==> src/rtl/div_unit.sv <==
// div_unit: multi-cycle restoring divider (DIV/DIVU) for the EX stage.
// Returns {remainder, quotient} and requests a pipeline stall while busy.
module div_unit #(
    parameter int WIDTH = 32
) (
    input  logic               clk,
    input  logic               rst,
    input  logic               signed_div_i,
    input  logic [WIDTH-1:0]   opdata1_i,
    input  logic [WIDTH-1:0]   opdata2_i,
    input  logic               start_i,
    input  logic               annul_i,
    output logic [2*WIDTH-1:0] result_o,
    output logic               ready_o,
    output logic               stallreq_o
);
    localparam int CW = $clog2(WIDTH) + 1;
    typedef enum logic [1:0] {FREE, BYZERO, ON, END} state_t;
    state_t           state_q;
    logic [CW-1:0]    cnt_q;
    logic [WIDTH-1:0] rem_q, dvd_q, dvs_q, rem_d, dvd_d;
    logic             qneg_q, rneg_q;
    logic [WIDTH:0]   shift_w, trial_w;
    logic             neg1_w, neg2_w;
    assign stallreq_o = start_i & ~ready_o;
    assign neg1_w     = signed_div_i & opdata1_i[WIDTH-1];
    assign neg2_w     = signed_div_i & opdata2_i[WIDTH-1];
    // dvd_q shifts quotient bits in from the right as dividend bits leave on the left
    always_comb begin
        shift_w = {rem_q, dvd_q[WIDTH-1]};
        trial_w = shift_w - {1'b0, dvs_q};
        rem_d   = trial_w[WIDTH] ? shift_w[WIDTH-1:0] : trial_w[WIDTH-1:0];
        dvd_d   = {dvd_q[WIDTH-2:0], ~trial_w[WIDTH]};
    end
    always_ff @(posedge clk or posedge rst) begin
        if (rst) begin
            state_q  <= FREE;
            cnt_q    <= '0;
            rem_q    <= '0;
            dvd_q    <= '0;
            dvs_q    <= '0;
            qneg_q   <= 1'b0;
            rneg_q   <= 1'b0;
            result_o <= '0;
            ready_o  <= 1'b0;
        end else begin
            case (state_q)
                FREE: begin
                    ready_o  <= 1'b0;
                    result_o <= '0;
                    if (start_i && !annul_i) begin
                        if (opdata2_i == '0) begin
                            state_q <= BYZERO;
                        end else begin
                            state_q <= ON;
                            dvd_q   <= neg1_w ? -opdata1_i : opdata1_i;
                            dvs_q   <= neg2_w ? -opdata2_i : opdata2_i;
                            rem_q   <= '0;
                            cnt_q   <= '0;
                            qneg_q  <= neg1_w ^ neg2_w;
                            rneg_q  <= neg1_w;
                        end
                    end
                end
                BYZERO: begin
                    state_q  <= annul_i ? FREE : END;
                    result_o <= '0;
                    ready_o  <= ~annul_i;
                end
                ON: begin
                    if (annul_i) begin
                        state_q  <= FREE;
                        cnt_q    <= '0;
                        result_o <= '0;
                        ready_o  <= 1'b0;
                    end else begin
                        rem_q <= rem_d;
                        dvd_q <= dvd_d;
                        cnt_q <= cnt_q + 1'b1;
                        if (cnt_q == CW'(WIDTH - 1)) begin
                            result_o <= {rneg_q ? -rem_d : rem_d, qneg_q ? -dvd_d : dvd_d};
                            ready_o  <= 1'b1;
                            state_q  <= END;
                        end
                    end
                end
                END: begin
                    if (!start_i || annul_i) begin
                        state_q  <= FREE;
                        result_o <= '0;
                        ready_o  <= 1'b0;
                    end
                end
                default: state_q <= FREE;
            endcase
        end
    end
endmodule
==> config.mk <==
export PLATFORM = sky130hd
export DESIGN_NAME = div_unit
export DESIGN_NICKNAME = d
export VERILOG_FILES = /design/src/rtl/div_unit.sv
export SDC_FILE = /design/constraint.sdc
export NUM_CORES = 1
export LEC_CHECK = 0
export BUFFER_PORTS_ARGS = -buffer_cell sky130_fd_sc_hd__buf_2
export CORE_MARGIN = 2
export CORE_UTILIZATION = 50
export DETAILED_ROUTE_END_ITERATION = 8
export PLACE_DENSITY = 0.76
export SLEW_MARGIN = 15
export SYNTH_ARGS = -nofsm -noshare
export SYNTH_HDL_FRONTEND = slang
export SYNTH_SLANG_ARGS = --single-unit
==> constraint.sdc <==
create_clock -name clk -period 8 [get_ports clk]
set_clock_uncertainty 0.05 [all_clocks]
set_input_delay 1.6 -clock clk [delete_from_list [all_inputs] [get_ports clk]]
set_output_delay 1.6 -clock clk [all_outputs]
set_load 0.005 [all_outputs]
== Word level (Yosys, flattened, before mapping) ==
Index checks and enable logic that the tools add are counted.
Word-level totals
  word-level logic and storage cells: 77
  output and inout bits: 66
  bits of input ports: 69
  register bits after elaboration: 171
Cells by class
  eq/ne operators: 9
  multiplexer cells: 32
  reductions and logical operators: 13
  bitwise logic cells: 8
  add/sub/neg operators: 6
Operators by type and width (number)
  $mux 32: 11
  $mux 64: 3
  $pmux 64 s3: 1
  $neg 32->32: 4
  $pmux 32 s2: 2
  $sub 33x32->33: 1
  $logic_not 32->1: 1
  $mux 6: 3
  $mux 2: 6
  $pmux 6 s2: 1
  $reduce_and 3->1: 3
  $ne 2x2->1 const B: 4
  $pmux 2 s4: 1
  $add 6x1->6 const B: 1
  $eq 6x5->1 const B: 1
  $eq 2x2->1 const B: 2
  $not 1->1: 4
  $pmux 1 s4: 1
  $reduce_and 4->1: 1
  $and 1x1->1: 3
  $mux 1: 3
  $ne 3x3->1 const B: 1
  $eq 2x1->1 const B: 1
  $logic_not 1->1: 2
  7 further kinds: 7

== Longest topological paths before layout ==
  depth in word-level cells: 7
  depth in mapped cells: 26
  depth with buffers taken out: 21

== Worst setup path after synthesis ==
Ideal clock, no wire load.
  kind: reg2reg
  from: register dvd_q[31]
  to: register result_o[60]
  data required time: 7.874 ns
  setup time: 0.076 ns
  data arrival time: 5.145 ns
  setup slack: 2.729 ns
  stages on the path, launching flop included: 27
  path buffers: 5
  period minus slack after synthesis: 5.271 ns
  cells stage by stage: dfrtp_1 inv_1 ha_1 inv_1 fa_1 a211oi_1 o211ai_1 nand3_2 a211o_1 and4_4 buf_6 nor2_8 inv_4 buf_2 buf_2 buf_2 buf_2 nor2_1 a21oi_1 ha_1 or3b_2 nor2_1 mux2i_1 or2_2 o41a_1 xor2_1 o21ai_1
Between the ends
  word-level cells in the longest chain between the ends: 7
RTL lines
  start: declaration: line 21  | logic [WIDTH-1:0] rem_q, dvd_q, dvs_q, rem_d, dvd_d;
  start signal: assignment: line 56  | dvd_q <= neg1_w ? -opdata1_i : opdata1_i;
  start signal: assignment: line 78  | dvd_q <= dvd_d;
  $sub 33x32->33: line 31  | trial_w = shift_w - {1'b0, dvs_q};
  $mux 32 *: line 32  | rem_d = trial_w[WIDTH] ? shift_w[WIDTH-1:0] : trial_w[WIDTH-1:0];
  $neg 32->32: line 81  | result_o <= {rneg_q ? -rem_d : rem_d, qneg_q ? -dvd_d : dvd_d};
  $mux 32 *: line 81
  $mux 64 *: line 80  | if (cnt_q == CW'(WIDTH - 1)) begin
  $mux 64 *: line 71  | if (annul_i) begin
  $pmux 64 s3 *: line 47  | case (state_q)
  end signal: assignment: line 81
  end: declaration: line 13  | output logic [2*WIDTH-1:0] result_o,
Every way passes the cells marked *; elsewhere a longest branch is shown, timed or not. The select of a mux whose other input is x is not followed.
A chain may end at the register's enable or synchronous reset.

== Worst setup path in the final report ==
  from: register dvd_q[31]
  to: register result_o[62]
The elaborated chain is that of the path after synthesis.

==> flow_summary.ini <==
[run_status]
outcome = finished clean

[floorplanning]
floorplan.initialDensity = 0.5118
die_w_um = 159.5
rows = 56
die_outline_height_um = 159.5
fp.dieArea_mm2 = 0.02543
fp.coreArea_mm2 = 0.02361
num_io_pins = 135

[cells_and_area]
area_delta_synth_final_pct = 11.89
post_route_cells_drive_above_1_share = 0.1316
final_area_mm2 = 0.01352
register_area_mm2 = 0.004279
fill_cells = 2205
multi_input_area_mm2 = 0.007266
nNetsFinal = 1694
insertedDiodeCount = 0

[worst_setup_path]
worst_setup_path_start_kind = flop
critPathKind = flop to flop
setup.worst_path.end_class = flop
critical_path_arrival_ps = 6220
timing.critical_path.required_ps = 8240
critical_path_buf_inv_count = 3
critical_path.cell_chain = inv_1 > ha_1 > inv_1 > fa_1 > a211oi_1 > o211ai_1 > nand3_2 > a211o_1 > a31oi_4 > nor2_8 > inv_4 > a21oi_1 > ha_1 > or3b_2 > nor2_1 > mux2i_1 > o31a_1 > o41ai_2 > xor2_1 > o21ai_1
critical_path.max_fanout = 53
cpLargestDelayFamily = compound AO/OA/AOI/OAI gates
critPathMaxStageDelay_ps = 650
slowest_stage = nor2_8

[routing]
routed_len_inst_um = 17.67
count_of_vias_placed_by_the_detailed_router = 11310
drt_wl_total_mm = 33.84
vias_per_cell = 5.905
drtAntennaViolNets = 0
drc_errors = 0
initial_drt_pass_iterations = 6
1st_iter_drt_viols = 1198

[sta]
layout_worst_path_cycle_share = 0.7474
worst_pin_slew_ps = 1064
worst_slack_ps = 2020
slew-limit-headroom = 0.2842
finalHoldViolations = 0
achievable-frequency_mhz = 167.2
setup_viol = 0
holdWs_ps = 421.7
report.final.slew_viol_count = 0
setup_tns_ps = 0
grt_setup_unrepaired = false
period_minus_slack_ps = 5980

[clocking]
clkSlewWorstSetupHoldPaths_ps = 70
insertion_delay_ps = 440
cts_tree = done
post_cts_resized = 0
clock_tree.root_cell = clkbuf_16
max-clock-path-buffers = 2
tritoncts.num_buffers = 17
cts_setup_buffers = 0
htree_levels = 4
clock_sinks = 171
hold_buffer_count_at_cts = 0

[logic_synthesis]
syn-num-nets = 1609
synth_largest_type_area_fraction = 0.3541
synthDistinctLibCells = 77
syn-cell-area_mm2 = 0.01208
synth.top_cells.by_area = dfrtp_1 (35%), o21ai_0 (7.0%), nand2_1 (6.7%)
yosys.cell_count.top_type = nand2_1
ys.warnings.count = 0
top_cells_by_count_synth = nand2_1 (217), dfrtp_1 (171), o21ai_0 (169)
synth-edff-count = 0
synth_top_flop_cell = dfrtp_1
asyncSetResetFlopFracSynth = 1.000
post_synth_inst_count = 1498
ys_seq_elements = 171
synthesis.area_per_instance_um2 = 8.067
synth-seq-area-share = 0.3541
synthDominantAreaCellType = dfrtp_1

[grt]
grt_first_pass_wirelength_mm = 54.77
grt_max_degree = 80
grt_pass1_vias = 10400
grt_util_all_layers = 0.2634
grt_overflow = 0
initial_antenna_violation_count = 0

[power_and_ir_drop]
power_density_mw_per_mm2 = 326.2
worst_ir_drop_vdd_mv = 0.1950
power_leakage_nw = 6.177

[flow_run]
drv.max_cap_violation_count = 0

[place]
detailedPlace.worstSlack_ps = 1921
dp_hpwl_mm = 25.55
total_of_buffers_placed_on_input_and_output_ports = 134
place.gp.congestion = 0.9877
dpl_cell_area_mm2 = 0.01292

[hold_path]
min-delay-path-class = flop to flop
==> path summary, 6_finish.rpt <==
path / startpoint / end / slack [ps] / cells after the start
worst min register to register: result_o[19] / result_o[19] / 420 / 2
worst min-delay path: result_o[19] / result_o[19] / 420 / 2
worst max-delay path: dvd_q[31] / result_o[62] / 2020 / 20
min in group asynchronous: rst / result_o[20] / 1150 / 2
worst max register to register: dvd_q[31] / result_o[62] / 2020 / 20
max in group asynchronous: rst / dvs_q[20] / 5590 / 3
==> sequential cells by signal, summed over array words and instances, names as in the netlist <==
name,cells
cnt_q,6
dvd_q,32
dvs_q,32
result_o,64
qneg_q,1
rneg_q,1
rem_q,32
state_q,2
ready_o,1
==> cells by family (layout without fill, tap and decap cells) <==
family                   count (synthesis)  count (layout)  synth area share
buffers and inverters                  138             236           0.04628
flip-flops                             171             171            0.3541
adder cells (fa/ha/maj)                 42              42           0.04411
AO/OA/AOI/OAI                          461             461            0.2316
multiplexers                            28              28           0.02340
AND/OR/NAND/NOR                        514             514            0.1961
XOR/XNOR                               144             144            0.1044
==> where the power goes <==
group / total [mW] / switching, mW / internal, mW
combinational: 2.22 / 1.43 / 0.784
sequential: 1.34 / 0.217 / 1.12
clock: 0.854 / 0.376 / 0.478
==> layer usage <==
| layer | wire length [µm] | GRT usage | part of all wire |
|---|---|---|---|
| met2 | 14640 | 0.3932 | 0.43 |
| met4 | 639 | 0.07438 | 0.019 |
| met3 | 2393 | 0.04116 | 0.071 |
| met5 | 0 | 0 | 0 |
| met1 | 16170 | 0.3948 | 0.48 |
==> layout by cell type, fill, tap and decap left out, types with 26 or more instances in the layout <==
| master | count |
|---|---|
| mux2i_1 | 26 |
| nor2_1 | 134 |
| a21oi_1 | 141 |
| inv_1 | 58 |
| o31ai_1 | 34 |
| nand2_1 | 217 |
| nor3_1 | 28 |
| o21ai_0 | 169 |
| buf_2 | 134 |
| dfrtp_1 | 171 |
| xor2_1 | 81 |
| ha_1 | 40 |
| xnor2_1 | 63 |
==> per-stage QoR <==
| step | instances | total power [mW] | util |
|---|---|---|---|
| global placement | 1883 | 3.475 | 0.5473 |
| finish | 1915 | 4.410 | 0.5726 |
| CTS | 1915 | 4.387 | 0.5726 |
| floorplan | 1498 | 2.883 | - |
| detailed placement | 1883 | 3.527 | 0.5473 |
| global route | 1915 | 4.720 | 0.5726 |
==> cell type report <==
| cell class | count | area share |
|---|---|---|
| tap | 319 | 0.02952 |
| clock inverter | 13 | 0.01148 |
| multi-input combinational | 1189 | 0.5374 |
| sequential | 171 | 0.3165 |
| inverter | 60 | 0.01721 |
| clock buffer | 19 | 0.03276 |
| timing repair buffer | 144 | 0.05515 |
==> tightest hold or removal path, delay by kind of cell, from the launching register on <==
family | cells | cell delay [ps]
compound gates | 1 | 50
flops | 1 | 340
simple gates | 1 | 40
Power figures use the tool's default switching activity.
